File: src/rtl/jseq_pkg.sv
// Shared types and default sizing for the Johnson sequence controller.
package jseq_pkg;

    typedef enum logic [1:0] {
        StIdle,
        StRun,
        StHold,
        StDone
    } state_t;

    localparam int unsigned DefWidth = 4;
    localparam int unsigned DefRotW  = 8;

endpackage

File: src/rtl/johnson_core.sv
// Johnson shift register with synchronous clear and forward/reverse stepping.
module johnson_core
    import jseq_pkg::*;
#(
    parameter int unsigned WIDTH = DefWidth
) (
    input  logic             clk,
    input  logic             rst,
    input  logic             en,
    input  logic             clr,
    input  logic             dir,
    output logic [WIDTH-1:0] q
);

    always_ff @(posedge clk or negedge rst) begin
        if (!rst) begin
            q <= '0;
        end else if (clr) begin
            q <= '0;
        end else if (en) begin
            if (dir) begin
                q <= {~q[0], q[WIDTH-1:1]};
            end else begin
                q <= {q[WIDTH-2:0], ~q[WIDTH-1]};
            end
        end
    end

endmodule

File: src/rtl/johnson_seq_ctrl.sv
// Runs a Johnson counter for a requested number of full rotations.
// Define JSEQ_REVERSE_EN to add the dir input for reverse stepping.
module johnson_seq_ctrl
    import jseq_pkg::*;
#(
    parameter int unsigned WIDTH = DefWidth,
    parameter int unsigned ROT_W = DefRotW
) (
    input  logic               clk,
    input  logic               rst,
    input  logic               start,
    input  logic [ROT_W-1:0]   num_rot,
    input  logic               pause,
    input  logic               abort,
`ifdef JSEQ_REVERSE_EN
    input  logic               dir,
`endif
    output logic [WIDTH-1:0]   q,
    output logic [2*WIDTH-1:0] phase,
    output logic [ROT_W-1:0]   rot_cnt,
    output logic               busy,
    output logic               done
);

    state_t             state_q, state_d;
    logic [ROT_W-1:0]   num_q, num_d;
    logic [ROT_W-1:0]   rot_q, rot_d;
    logic               dir_q, dir_d;
    logic               dir_in;
    logic               step;
    logic               clr;
    logic               last_step;

`ifdef JSEQ_REVERSE_EN
    assign dir_in = dir;
`else
    assign dir_in = 1'b0;
`endif

    johnson_core #(
        .WIDTH(WIDTH)
    ) u_core (
        .clk(clk),
        .rst(rst),
        .en (step),
        .clr(clr),
        .dir(dir_q),
        .q  (q)
    );

    // Final entry of the active sequence: the next advance wraps q back to zero.
    assign last_step = dir_q ? (q == {{(WIDTH-1){1'b0}}, 1'b1})
                             : (q == {1'b1, {(WIDTH-1){1'b0}}});

    always_comb begin
        state_d = state_q;
        num_d   = num_q;
        rot_d   = rot_q;
        dir_d   = dir_q;
        step    = 1'b0;
        clr     = 1'b0;
        busy    = 1'b0;
        done    = 1'b0;
        unique case (state_q)
            StIdle: begin
                if (start) begin
                    num_d   = num_rot;
                    rot_d   = '0;
                    dir_d   = dir_in;
                    state_d = (num_rot != '0) ? StRun : StDone;
                end
            end
            StRun: begin
                busy = 1'b1;
                if (abort) begin
                    clr     = 1'b1;
                    state_d = StIdle;
                end else if (pause) begin
                    state_d = StHold;
                end else begin
                    step = 1'b1;
                    if (last_step) begin
                        rot_d = rot_q + ROT_W'(1);
                        if (rot_d == num_q) begin
                            state_d = StDone;
                        end
                    end
                end
            end
            StHold: begin
                busy = 1'b1;
                if (abort) begin
                    clr     = 1'b1;
                    state_d = StIdle;
                end else if (!pause) begin
                    state_d = StRun;
                end
            end
            StDone: begin
                done    = 1'b1;
                state_d = StIdle;
            end
        endcase
    end

    always_ff @(posedge clk or negedge rst) begin
        if (!rst) begin
            state_q <= StIdle;
            num_q   <= '0;
            rot_q   <= '0;
            dir_q   <= 1'b0;
        end else begin
            state_q <= state_d;
            num_q   <= num_d;
            rot_q   <= rot_d;
            dir_q   <= dir_d;
        end
    end

    function automatic logic [WIDTH-1:0] seq_entry(int unsigned k, logic rev);
        logic [WIDTH-1:0] f;
        logic [WIDTH-1:0] r;
        for (int unsigned i = 0; i < WIDTH; i++) begin
            f[i] = (k <= WIDTH) ? (i < k) : (i >= k - WIDTH);
        end
        for (int unsigned i = 0; i < WIDTH; i++) begin
            r[i] = f[WIDTH-1-i];
        end
        return rev ? r : f;
    endfunction

    for (genvar k = 0; k < 2 * WIDTH; k++) begin : g_phase
        assign phase[k] = (q == seq_entry(k, dir_q));
    end

    assign rot_cnt = rot_q;

endmodule

File: config.mk
export PLATFORM = sky130hd
export DESIGN_NAME = johnson_seq_ctrl
export DESIGN_NICKNAME = d
export VERILOG_FILES = /design/src/rtl/jseq_pkg.sv /design/src/rtl/johnson_core.sv /design/src/rtl/johnson_seq_ctrl.sv
export SDC_FILE = /design/constraint.sdc
export NUM_CORES = 1
export LEC_CHECK = 0
export BUFFER_PORTS_ARGS = -buffer_cell sky130_fd_sc_hd__buf_2
export CORE_AREA = 2 2 74 76
export DETAILED_ROUTE_END_ITERATION = 8
export DIE_AREA = 0 0 76 78
export SYNTH_ARGS = -nofsm -noshare
export SYNTH_HDL_FRONTEND = slang
export SYNTH_SLANG_ARGS = --single-unit
File: constraint.sdc
create_clock -name clk -period 2.7 [get_ports clk]
set_input_delay 0.27 -clock clk [delete_from_list [all_inputs] [get_ports clk]]
set_output_delay 0.27 -clock clk [all_outputs]
set_load 0.01 [all_outputs]
==> results.sh, run 1 <==
export IMPL_crit_slowest_cell="or4_4"
export IMPL_final_nets=202
export IMPL_syn_area_sq_um=1494
export IMPL_fp_coreArea_sq_um=5042
export IMPL_ir_drop_uv=444.4
export IMPL_row_count=26
export IMPL_ys_types=39
export IMPL_setup_slack_ns=0.4149
export IMPL_ys_ff_latch=22
export IMPL_hp_start="num_rot[0]"
export IMPL_worstHoldPathCells=2
export IMPL_worst_path_max_fanout=4
export IMPL_critPathBufInv=1
export IMPL_cp_start_kind="flip-flop"
export IMPL_die_area_sq_um=5928
export IMPL_dp_hpwl_microns=2398
export IMPL_power_w=0.001787
export IMPL_critPathMaxStageDelay_ns=0.50
export IMPL_fin_worst_skew_ns=0.003110
export IMPL_max_clock_freq_ghz=0.4376
export IMPL_cts_tree="done"
export IMPL_tightest_slew_ns=0.5012
export IMPL_path_delay_family="simple AND/OR/NAND/NOR gates"
export IMPL_cap_violations=0
export IMPL_crit_required_ns=2.89
export IMPL_drc=0
export IMPL_grt_max_degree=23
export IMPL_clock_latency_ns=0.26
export IMPL_rr_worst_depth=8
export IMPL_hold_viol=0
export IMPL_grt_pass1_wl_microns=5409
export IMPL_gp_congestion=0.7582
export IMPL_reg2reg_to="state_q[0]$_DFFE_PN0P_"
export IMPL_drive_gt1_share_pct=30.94
export IMPL_antennaDiodeCount=0
export IMPL_syn_nets=171
export IMPL_wl_microns=3113
export IMPL_grt_overflow=0
export IMPL_yosysSeqAreaShare_pct=36.85
export IMPL_numCtsBuffers=3
export IMPL_slew_headroom_pct=66.59
export IMPL_crit_type="flip-flop to flip-flop"
export IMPL_layout_min_cycle_time_ns=2.285
export IMPL_die_w_microns=76
export IMPL_hold_end="num_q[0]$_DFFE_PN0P_"
export IMPL_fin_tns_setup_ns=0
export IMPL_grt_use_total_pct=11.05
export IMPL_drv_slew=0
export IMPL_r2r_start="state_q[0]$_DFFE_PN0P_"
export IMPL_ant_nets=0
export IMPL_r2r_slack_ns=0.41
export IMPL_initial_utilization_pct=29.63
export IMPL_endpoint_kind="flip-flop"
export IMPL_htreeDepth=1
export IMPL_clk_pin_slew_ns=0.08
export IMPL_setup_viol=0
export IMPL_outcome="finished, final reports clean"
export IMPL_finalInstanceArea_sq_um=1758
export IMPL_antenna_found_initial=0
export IMPL_dr_pass1_iters=3
export IMPL_rsz0062_at_grt="no"
export IMPL_crit_chain="inv_1, ha_1, nor2b_1, o21bai_1, nand4bb_1, or4_4, o31ai_4, mux2i_1"
export IMPL_clockBufferDepth=2
export IMPL_drt_iter0_drc=45
export IMPL_syn_inst=152
export IMPL_dpl_cell_area_sq_um=1707
export IMPL_cp_arrival_ns=2.47
export IMPL_cts_root_buf="clkbuf_8"
export IMPL_post_drt_wl_per_cell_microns=12.40
export IMPL_cellPowerDensity_nw_per_um2=1017
export IMPL_hold_path_class="input port to flip-flop"
export IMPL_ys_warn_count=0
export IMPL_boundaryPins=35
export IMPL_grt_pass1_vias=1171
export IMPL_dp_slack_ns=0.4022
export IMPL_cts_resized=0
export IMPL_area_delta_synth_final_pct=17.67
export IMPL_syn_avg_cell_area_sq_um=9.829
export IMPL_clock_sinks=22
export IMPL_die_y_microns=78
export IMPL_routed_via_count=1177
export IMPL_io_buffers=34
export IMPL_viasPerCell=4.689
export IMPL_p_leak_nw=0.8126
export IMPL_n_fill_cell=537
export IMPL_fin_crit_sh_pct=84.63
==> worst max path at each step <==
stage                      startpoint                     end  slack [ns]  cells after the start
2_1_floorplan  rot_cnt[0]$_DFFE_PN0P_  state_q[0]$_DFFE_PN0P_        0.56                      6
3_3_place_gp   state_q[1]$_DFFE_PN0P_  state_q[0]$_DFFE_PN0P_        0.47                      8
3_5_place_dp   state_q[0]$_DFFE_PN0P_  state_q[0]$_DFFE_PN0P_        0.40                      8
4_1_cts        state_q[0]$_DFFE_PN0P_  state_q[0]$_DFFE_PN0P_        0.38                      8
5_1_grt        state_q[0]$_DFFE_PN0P_  state_q[0]$_DFFE_PN0P_        0.24                      8
6_report       state_q[0]$_DFFE_PN0P_  state_q[0]$_DFFE_PN0P_        0.41                      8
==> cells in the final DEF (no fill, tap or decap), types with 3 or more instances in the layout <==
master / Yosys / layout
xnor2_1: 7 / 7
inv_1: 4 / 4
nor2_1: 7 / 7
nor3b_1: 3 / 3
o21ai_0: 6 / 6
nand2b_1: 5 / 5
clkbuf_8: 0 / 3
ha_1: 6 / 6
nor3_2: 5 / 5
mux2i_1: 6 / 6
nor2b_1: 3 / 3
mux2_2: 8 / 8
xor2_1: 5 / 5
dfrtp_1: 22 / 22
buf_2: 3 / 34
nand2_1: 16 / 16
a22o_1: 5 / 5
o21ai_1: 6 / 6
nor4_1: 3 / 3
a21o_1: 4 / 4
==> cells by family after synthesis <==
family                   synth area share [%]
multiplexers                            10.05
adder cells (fa/ha/maj)                 5.025
buffers and inverters                   4.522
AO/OA/AOI/OAI                           13.57
flip-flops                              36.85
XOR/XNOR                                7.035
AND/OR/NAND/NOR                         22.95
==> metal layers <==
layer / GRT usage (%) / wire length, microns
met3: 1.860 / 103
met1: 14.91 / 1565
met2: 18.48 / 1407
met4: 2.727 / 37
met5: 0 / 0
==> cells in the mapped netlist, drive strengths merged <==
cell      n  area share (%)
nor2      7             1.8
nand3     3             1.8
o31ai     1             1.4
nor2b     3             1.3
or2b      1            0.50
or3b      1            0.59
a22o      5             2.9
o21bai    1            0.50
clkbuf    5             1.3
nor3b     4             2.3
xor2      5             2.9
nand2b    5             2.1
mux2      8             6.0
or4       2             1.3
nor4      3             1.3
a21o      5             3.0
a31oi     1            0.42
ha        6             5.0
nand2    16             4.0
xnor2     7             4.1
o21ai    12             4.0
dfrtp    22              37
inv       4             1.0
and3      1            0.42
or3       2            0.84
nand4bb   1            0.75
nor3      7             4.0
mux2i     6             4.0
buf       5             2.3
a31o      1            0.59
a21oi     2            0.67
==> stage by stage <==
| stage | util [%] | cells | hold WS (ns) |
|---|---|---|---|
| floorplan | - | 152 | -0.02559 |
| global placement | 33.85 | 247 | 0.2738 |
| detailed placement | 33.85 | 247 | 0.2677 |
| CTS | 34.86 | 251 | 0.2476 |
| global route | 34.86 | 251 | 0.2484 |
| finish | 34.86 | 251 | 0.2482 |
==> state kept, by name (all words and copies together) (netlist names) <==
| register | flops |
|---|---|
| state_q | 2 |
| rot_cnt | 8 |
| u_core.q | 4 |
| num_q | 8 |
==> repair_timing <==
action | CTS | global route
hold buffers | 1 | 0
endpoints found under the hold margin | 22 | 0
buffers inserted | 0 | 0
==> power breakdown <==
part	switching, W	total [W]	leakage [nW]	internal [W]
clock network	0.000107	0.000206	0.0216	0.0000997
logic	0.000465	0.000926	0.518	0.000461
registers	0.000193	0.000655	0.273	0.000462
total	0.000765	0.00179	0.813	0.00102
==> cell type report <==
type	count	area [sq um]	area share [%]
inverter	4	15.01	0.8541
sequential	22	550.5	31.32
tap	70	87.58	4.982
clock buffer	3	41.29	2.349
multi-input combinational	116	875.8	49.82
timing repair buffer	36	187.7	10.68
Power figures use the tool's default switching activity.
==> run 2: changes to the inputs <==
==> constraint.sdc (replaced) <==
create_clock -name clk -period 2.1 [get_ports clk]
set_input_delay 0.21 -clock clk [delete_from_list [all_inputs] [get_ports clk]]
set_output_delay 0.21 -clock clk [all_outputs]
set_load 0.01 [all_outputs]
==> results.sh, run 2 (synthesis gave the netlist of run 1 again) <==
export IMPL_fin_crit_sh_pct=102.8
export IMPL_grt_pass1_wl_microns=5575
export IMPL_layout_min_cycle_time_ns=2.159
export IMPL_numCtsBuffers=3
export IMPL_drc=0
export IMPL_drive_gt1_share_pct=45.19
export IMPL_setup_viol=8
export IMPL_outcome="finished, violations left"
export IMPL_n_fill_cell=496
export IMPL_crit_type="flip-flop to flip-flop"
export IMPL_cts_root_buf="clkbuf_8"
export IMPL_endpoint_kind="flip-flop"
export IMPL_dp_hpwl_microns=2547
export IMPL_antenna_found_initial=0
export IMPL_clk_pin_slew_ns=0.08
export IMPL_die_y_microns=78
export IMPL_crit_required_ns=2.30
export IMPL_cp_start_kind="flip-flop"
export IMPL_boundaryPins=35
export IMPL_r2r_start="state_q[1]$_DFFE_PN0P_"
export IMPL_area_delta_synth_final_pct=37.02
export IMPL_drt_iter0_drc=30
export IMPL_crit_start="state_q[1]$_DFFE_PN0P_"
export IMPL_clock_latency_ns=0.26
export IMPL_initial_utilization_pct=29.63
export IMPL_p_leak_nw=0.9524
export IMPL_antennaDiodeCount=0
export IMPL_cp_arrival_ns=2.36
export IMPL_hp_start="num_rot[1]"
export IMPL_viasPerCell=4.655
export IMPL_dpl_cell_area_sq_um=1858
export IMPL_grt_overflow=0
export IMPL_clock_sinks=22
export IMPL_cap_violations=0
export IMPL_routed_via_count=1294
export IMPL_mostFrequentLayoutCells="buf_2 (34), buf_4 (26), dfrtp_1 (21)"
export IMPL_fin_worst_skew_ns=0.003453
export IMPL_post_drt_wl_per_cell_microns=12.54
export IMPL_tightest_slew_ns=0.5081
export IMPL_cellPowerDensity_nw_per_um2=1348
export IMPL_row_count=26
export IMPL_die_area_sq_um=5928
export IMPL_final_nets=228
export IMPL_setup_slack_ns=-0.05913
export IMPL_io_buffers=34
export IMPL_violations="negative setup slack"
export IMPL_grt_max_degree=23
export IMPL_final_common_cell="buf_2"
export IMPL_ant_nets=0
export IMPL_slew_headroom_pct=66.13
export IMPL_fp_coreArea_sq_um=5042
export IMPL_finalInstanceArea_sq_um=2047
export IMPL_rsz0062_at_grt="yes"
export IMPL_worst_path_max_fanout=7
export IMPL_hold_slack_ns=0.1925
export IMPL_power_w=0.002759
export IMPL_htreeDepth=1
export IMPL_ir_drop_uv=637.5
export IMPL_hold_viol=0
export IMPL_fin_util_pct=40.60
export IMPL_grt_use_total_pct=11.66
export IMPL_dp_slack_ns=-0.06908
export IMPL_max_clock_freq_ghz=0.4632
export IMPL_cts_tree="done"
export IMPL_grt_pass1_vias=1228
export IMPL_dr_pass1_iters=4
export IMPL_drv_slew=0
export IMPL_hold_path_class="input port to flip-flop"
export IMPL_clockBufferDepth=2
export IMPL_die_w_microns=76
export IMPL_wl_microns=3485
export IMPL_gp_congestion=0.7480
==> run 2: changes by cell type in the layout (fill, tap and decap cells not counted), sizes merged <==
cell    previous run  this run
buf               35        60
a21o               5         6
clkbuf             3         4
==> run 2: worst paths after layout <==
kind,to,slack [ns],cells after the start
max,rot_cnt[4]$_DFFE_PN0P_,-0.06,8
min,num_q[1]$_DFFE_PN0P_,0.19,2
max reg2reg,rot_cnt[4]$_DFFE_PN0P_,-0.06,8
min reg2reg,num_q[5]$_DFFE_PN0P_,0.54,1
max in group asynchronous,rot_cnt[0]$_DFFE_PN0P_,1.28,2
min in group asynchronous,num_q[1]$_DFFE_PN0P_,0.45,2
==> run 2: final cells by class <==
cell class / count / area (sq um) / share of cell area [%]
inverters: 4 / 15.01 / 0.7335
flip-flops and latches: 22 / 551.8 / 26.96
well taps: 70 / 87.58 / 4.279
multi-input cells: 117 / 962.2 / 47.00
repair buffers: 61 / 375.4 / 18.34
clock buffers: 4 / 55.05 / 2.689
==> run 2: what timing repair did <==
item	in CTS	in global routing
gates resized for setup	3	11
setup buffers	3	2
endpoints found under the setup margin	4	10
hold endpoints to repair	22	0
pin swaps	2	1
hold buffers	1	0
gates cloned	1	0
==> run 2: stage by stage <==
stage	TNS [ns]	std cells
floorplan	0	152
global route	-0.8065	278
global placement	-0.04890	267
finish	-0.1888	278
detailed placement	-0.1125	267
CTS	-0.08084	276
==> run 2: worst max-delay path, stage by stage, from the launching register on <==
cell and delay (ns):
dfrtp_1 0.40, inv_2 0.11, ha_4 0.14, or3b_4 0.37
or4_4 0.44, a21o_4 0.28, nor3_2 0.16, a21o_1 0.10
a22o_1 0.10
==> run 2: power by group <==
part | leakage (nW) | switching [W] | internal [W]
clock | 0.0288 | 0.000135 | 0.000167
combinational | 0.652 | 0.000822 | 0.000887
sequential | 0.271 | 0.000150 | 0.000597
==> run 2: metal layers <==
layer  share of wire, %  vias to the layer above  GRT usage (%)
met1                 47                      612          15.17
li1                   -                      646              -
met4                1.5                        0          4.727
met2                 48                       30          19.73
met5                  0                        -              0
met3                3.2                        6          1.395
==> run 3: changes to the inputs <==
--- a/config.mk
+++ b/config.mk
@@ -9,6 +9,8 @@
 export CORE_AREA = 2 2 74 76
 export DETAILED_ROUTE_END_ITERATION = 8
 export DIE_AREA = 0 0 76 78
+export RECOVER_POWER = 100
 export SYNTH_ARGS = -nofsm -noshare
 export SYNTH_HDL_FRONTEND = slang
 export SYNTH_SLANG_ARGS = --single-unit
+export TNS_END_PERCENT = 5
==> constraint.sdc (replaced) <==
create_clock -name clk -period 2.35 [get_ports clk]
set_input_delay 0.235 -clock clk [delete_from_list [all_inputs] [get_ports clk]]
set_output_delay 0.235 -clock clk [all_outputs]
set_load 0.01 [all_outputs]
==> results.sh, run 3 (synthesis gave the netlist of run 1 again) <==
export IMPL_outcome="finished, final reports clean"
export IMPL_wl_microns=3238
export IMPL_path_delay_family="simple AND/OR/NAND/NOR gates"
export IMPL_grt_use_total_pct=11.70
export IMPL_grt_pass1_wl_microns=5644
export IMPL_p_sw_share_pct=41.49
export IMPL_regArea_sq_um=550.5
export IMPL_dp_hpwl_microns=2480
export IMPL_cap_violations=0
export IMPL_multi_input_area_sq_um=863.3
export IMPL_p_sw_w=0.0009141
export IMPL_boundaryPins=35
export IMPL_tightest_slew_ns=1.187
export IMPL_hold_path_class="input port to flip-flop"
export IMPL_area_delta_synth_final_pct=19.26
export IMPL_row_count=26
export IMPL_crit_required_ns=2.56
export IMPL_clockBufferDepth=2
export IMPL_gp_congestion=0.7735
export IMPL_critPathBufInv=1
export IMPL_rsz0062_at_grt="no"
export IMPL_dr_pass1_iters=4
export IMPL_crit_type="flip-flop to flip-flop"
export IMPL_clk_pin_slew_ns=0.08
export IMPL_p_leak_nw=0.7692
export IMPL_initial_utilization_pct=29.63
export IMPL_post_drt_wl_per_cell_microns=12.50
export IMPL_hold_viol=0
export IMPL_fin_crit_sh_pct=93.97
export IMPL_antenna_found_initial=0
export IMPL_cp_start_kind="flip-flop"
export IMPL_grt_pass1_vias=1203
export IMPL_dp_slack_ns=0.04885
export IMPL_layout_min_cycle_time_ns=2.208
export IMPL_drt_iter0_drc=25
export IMPL_numCtsBuffers=3
export IMPL_crit_slowest_cell="or4_1"
export IMPL_grt_overflow=0
export IMPL_slew_headroom_pct=20.87
export IMPL_drc=0
export IMPL_routed_via_count=1196
export IMPL_clkPwrFrac_pct=16.3
export IMPL_drv_slew=0
export IMPL_cts_root_buf="clkbuf_8"
export IMPL_die_y_microns=78
export IMPL_ir_drop_uv=458.3
export IMPL_setup_viol=0
export IMPL_endpoint_kind="flip-flop"
export IMPL_ant_nets=0
export IMPL_crit_chain="inv_1, ha_1, or3b_1, or4_1, a21o_4, nor3_2, a21o_1, a22o_1"
export IMPL_worst_path_max_fanout=16
export IMPL_htreeDepth=1
export IMPL_clock_latency_ns=0.27
export IMPL_fp_coreArea_sq_um=5042
export IMPL_io_buffers=34
export IMPL_final_common_cell="clkbuf_1"
export IMPL_grt_max_degree=23
export IMPL_fin_worst_skew_ns=0.004786
export IMPL_max_clock_freq_ghz=0.4529
export IMPL_cp_arrival_ns=2.42
export IMPL_antennaDiodeCount=0
export IMPL_final_nets=209
export IMPL_fin_tns_setup_ns=0
export IMPL_mostFrequentLayoutCells="clkbuf_1 (23), dfrtp_1 (22), buf_2 (18)"
export IMPL_cellPowerDensity_nw_per_um2=1237
export IMPL_setup_slack_ns=0.1418
export IMPL_drive_gt1_share_pct=21.16
export IMPL_combPwrFrac_pct=52.2
export IMPL_die_w_microns=76
export IMPL_die_area_sq_um=5928
export IMPL_viasPerCell=4.618
export IMPL_internal_power_w=0.001289
export IMPL_clock_sinks=22
export IMPL_n_fill_cell=541
export IMPL_critPathMaxStageDelay_ns=0.42
export IMPL_cts_tree="done"
export IMPL_seq_power_share_pct=31.5
-- run 3: cell types whose count changed in the layout (fill, tap and decap cells not counted), sizes merged --
cell / previous run / this run
clkbuf: 4 / 26
a21o: 6 / 5
buf: 60 / 19
bufinv: 0 / 1
-- run 3: worst paths after layout --
check	start	endpoint	slack, ns	depth (start not counted)
worst max-delay path	state_q[1]$_DFFE_PN0P_	rot_cnt[4]$_DFFE_PN0P_	0.14	8
worst min-delay path	num_rot[3]	num_q[3]$_DFFE_PN0P_	0.21	2
worst max register to register	state_q[1]$_DFFE_PN0P_	rot_cnt[4]$_DFFE_PN0P_	0.14	8
worst min register to register	num_q[7]$_DFFE_PN0P_	num_q[7]$_DFFE_PN0P_	0.55	1
max in group asynchronous	rst	rot_cnt[0]$_DFFE_PN0P_	0.92	2
min in group asynchronous	rst	num_q[4]$_DFFE_PN0P_	0.72	2
-- run 3: metrics by stage --
stage               power, W  hold WS [ns]  cell area [sq um]  util (%)  instances
floorplan           0.001579      -0.06059               1494         -        152
global placement    0.001886        0.2394               1752     34.74        253
detailed placement  0.001906        0.2373               1752     34.74        253
CTS                 0.002277        0.2003               1833     36.35        258
global route        0.002406        0.2099               1782     35.34        259
finish              0.002203        0.2076               1782     35.34        259
-- run 3: power groups by stage --
stage	logic (W)	registers, W	clock network [W]
3_3_place_gp	0.00119	0.000697	0
3_5_place_dp	0.00120	0.000703	0
4_1_cts	0.00121	0.000695	0.000373
2_1_floorplan	0.000896	0.000683	0
6_report	0.00115	0.000694	0.000359
5_1_grt	0.00130	0.000721	0.000380
-- run 3: cell type report --
cell class	count	share of cell area, %
clock buffers	3	2.317
clock inverters	1	1.685
well taps	70	4.916
multi-input cells	116	48.46
flip-flops and latches	22	30.90
repair buffers	43	10.88
inverters	4	0.8427
-- run 3: routing by layer --
metal	vias to the layer above	GRT usage, %	routed length, microns
met1	550	16.01	1600
met5	-	0	0
met3	7	1.860	117
li1	609	-	-
met4	0	4.364	74
met2	30	18.66	1446
-- run 3: repair_timing --
item / in CTS / in global routing
gates resized for setup: 0 / 2
hold buffers: 1 / 0
endpoints found under the setup margin: 0 / 2
hold endpoints to repair: 22 / 0
buffers inserted: 0 / 1
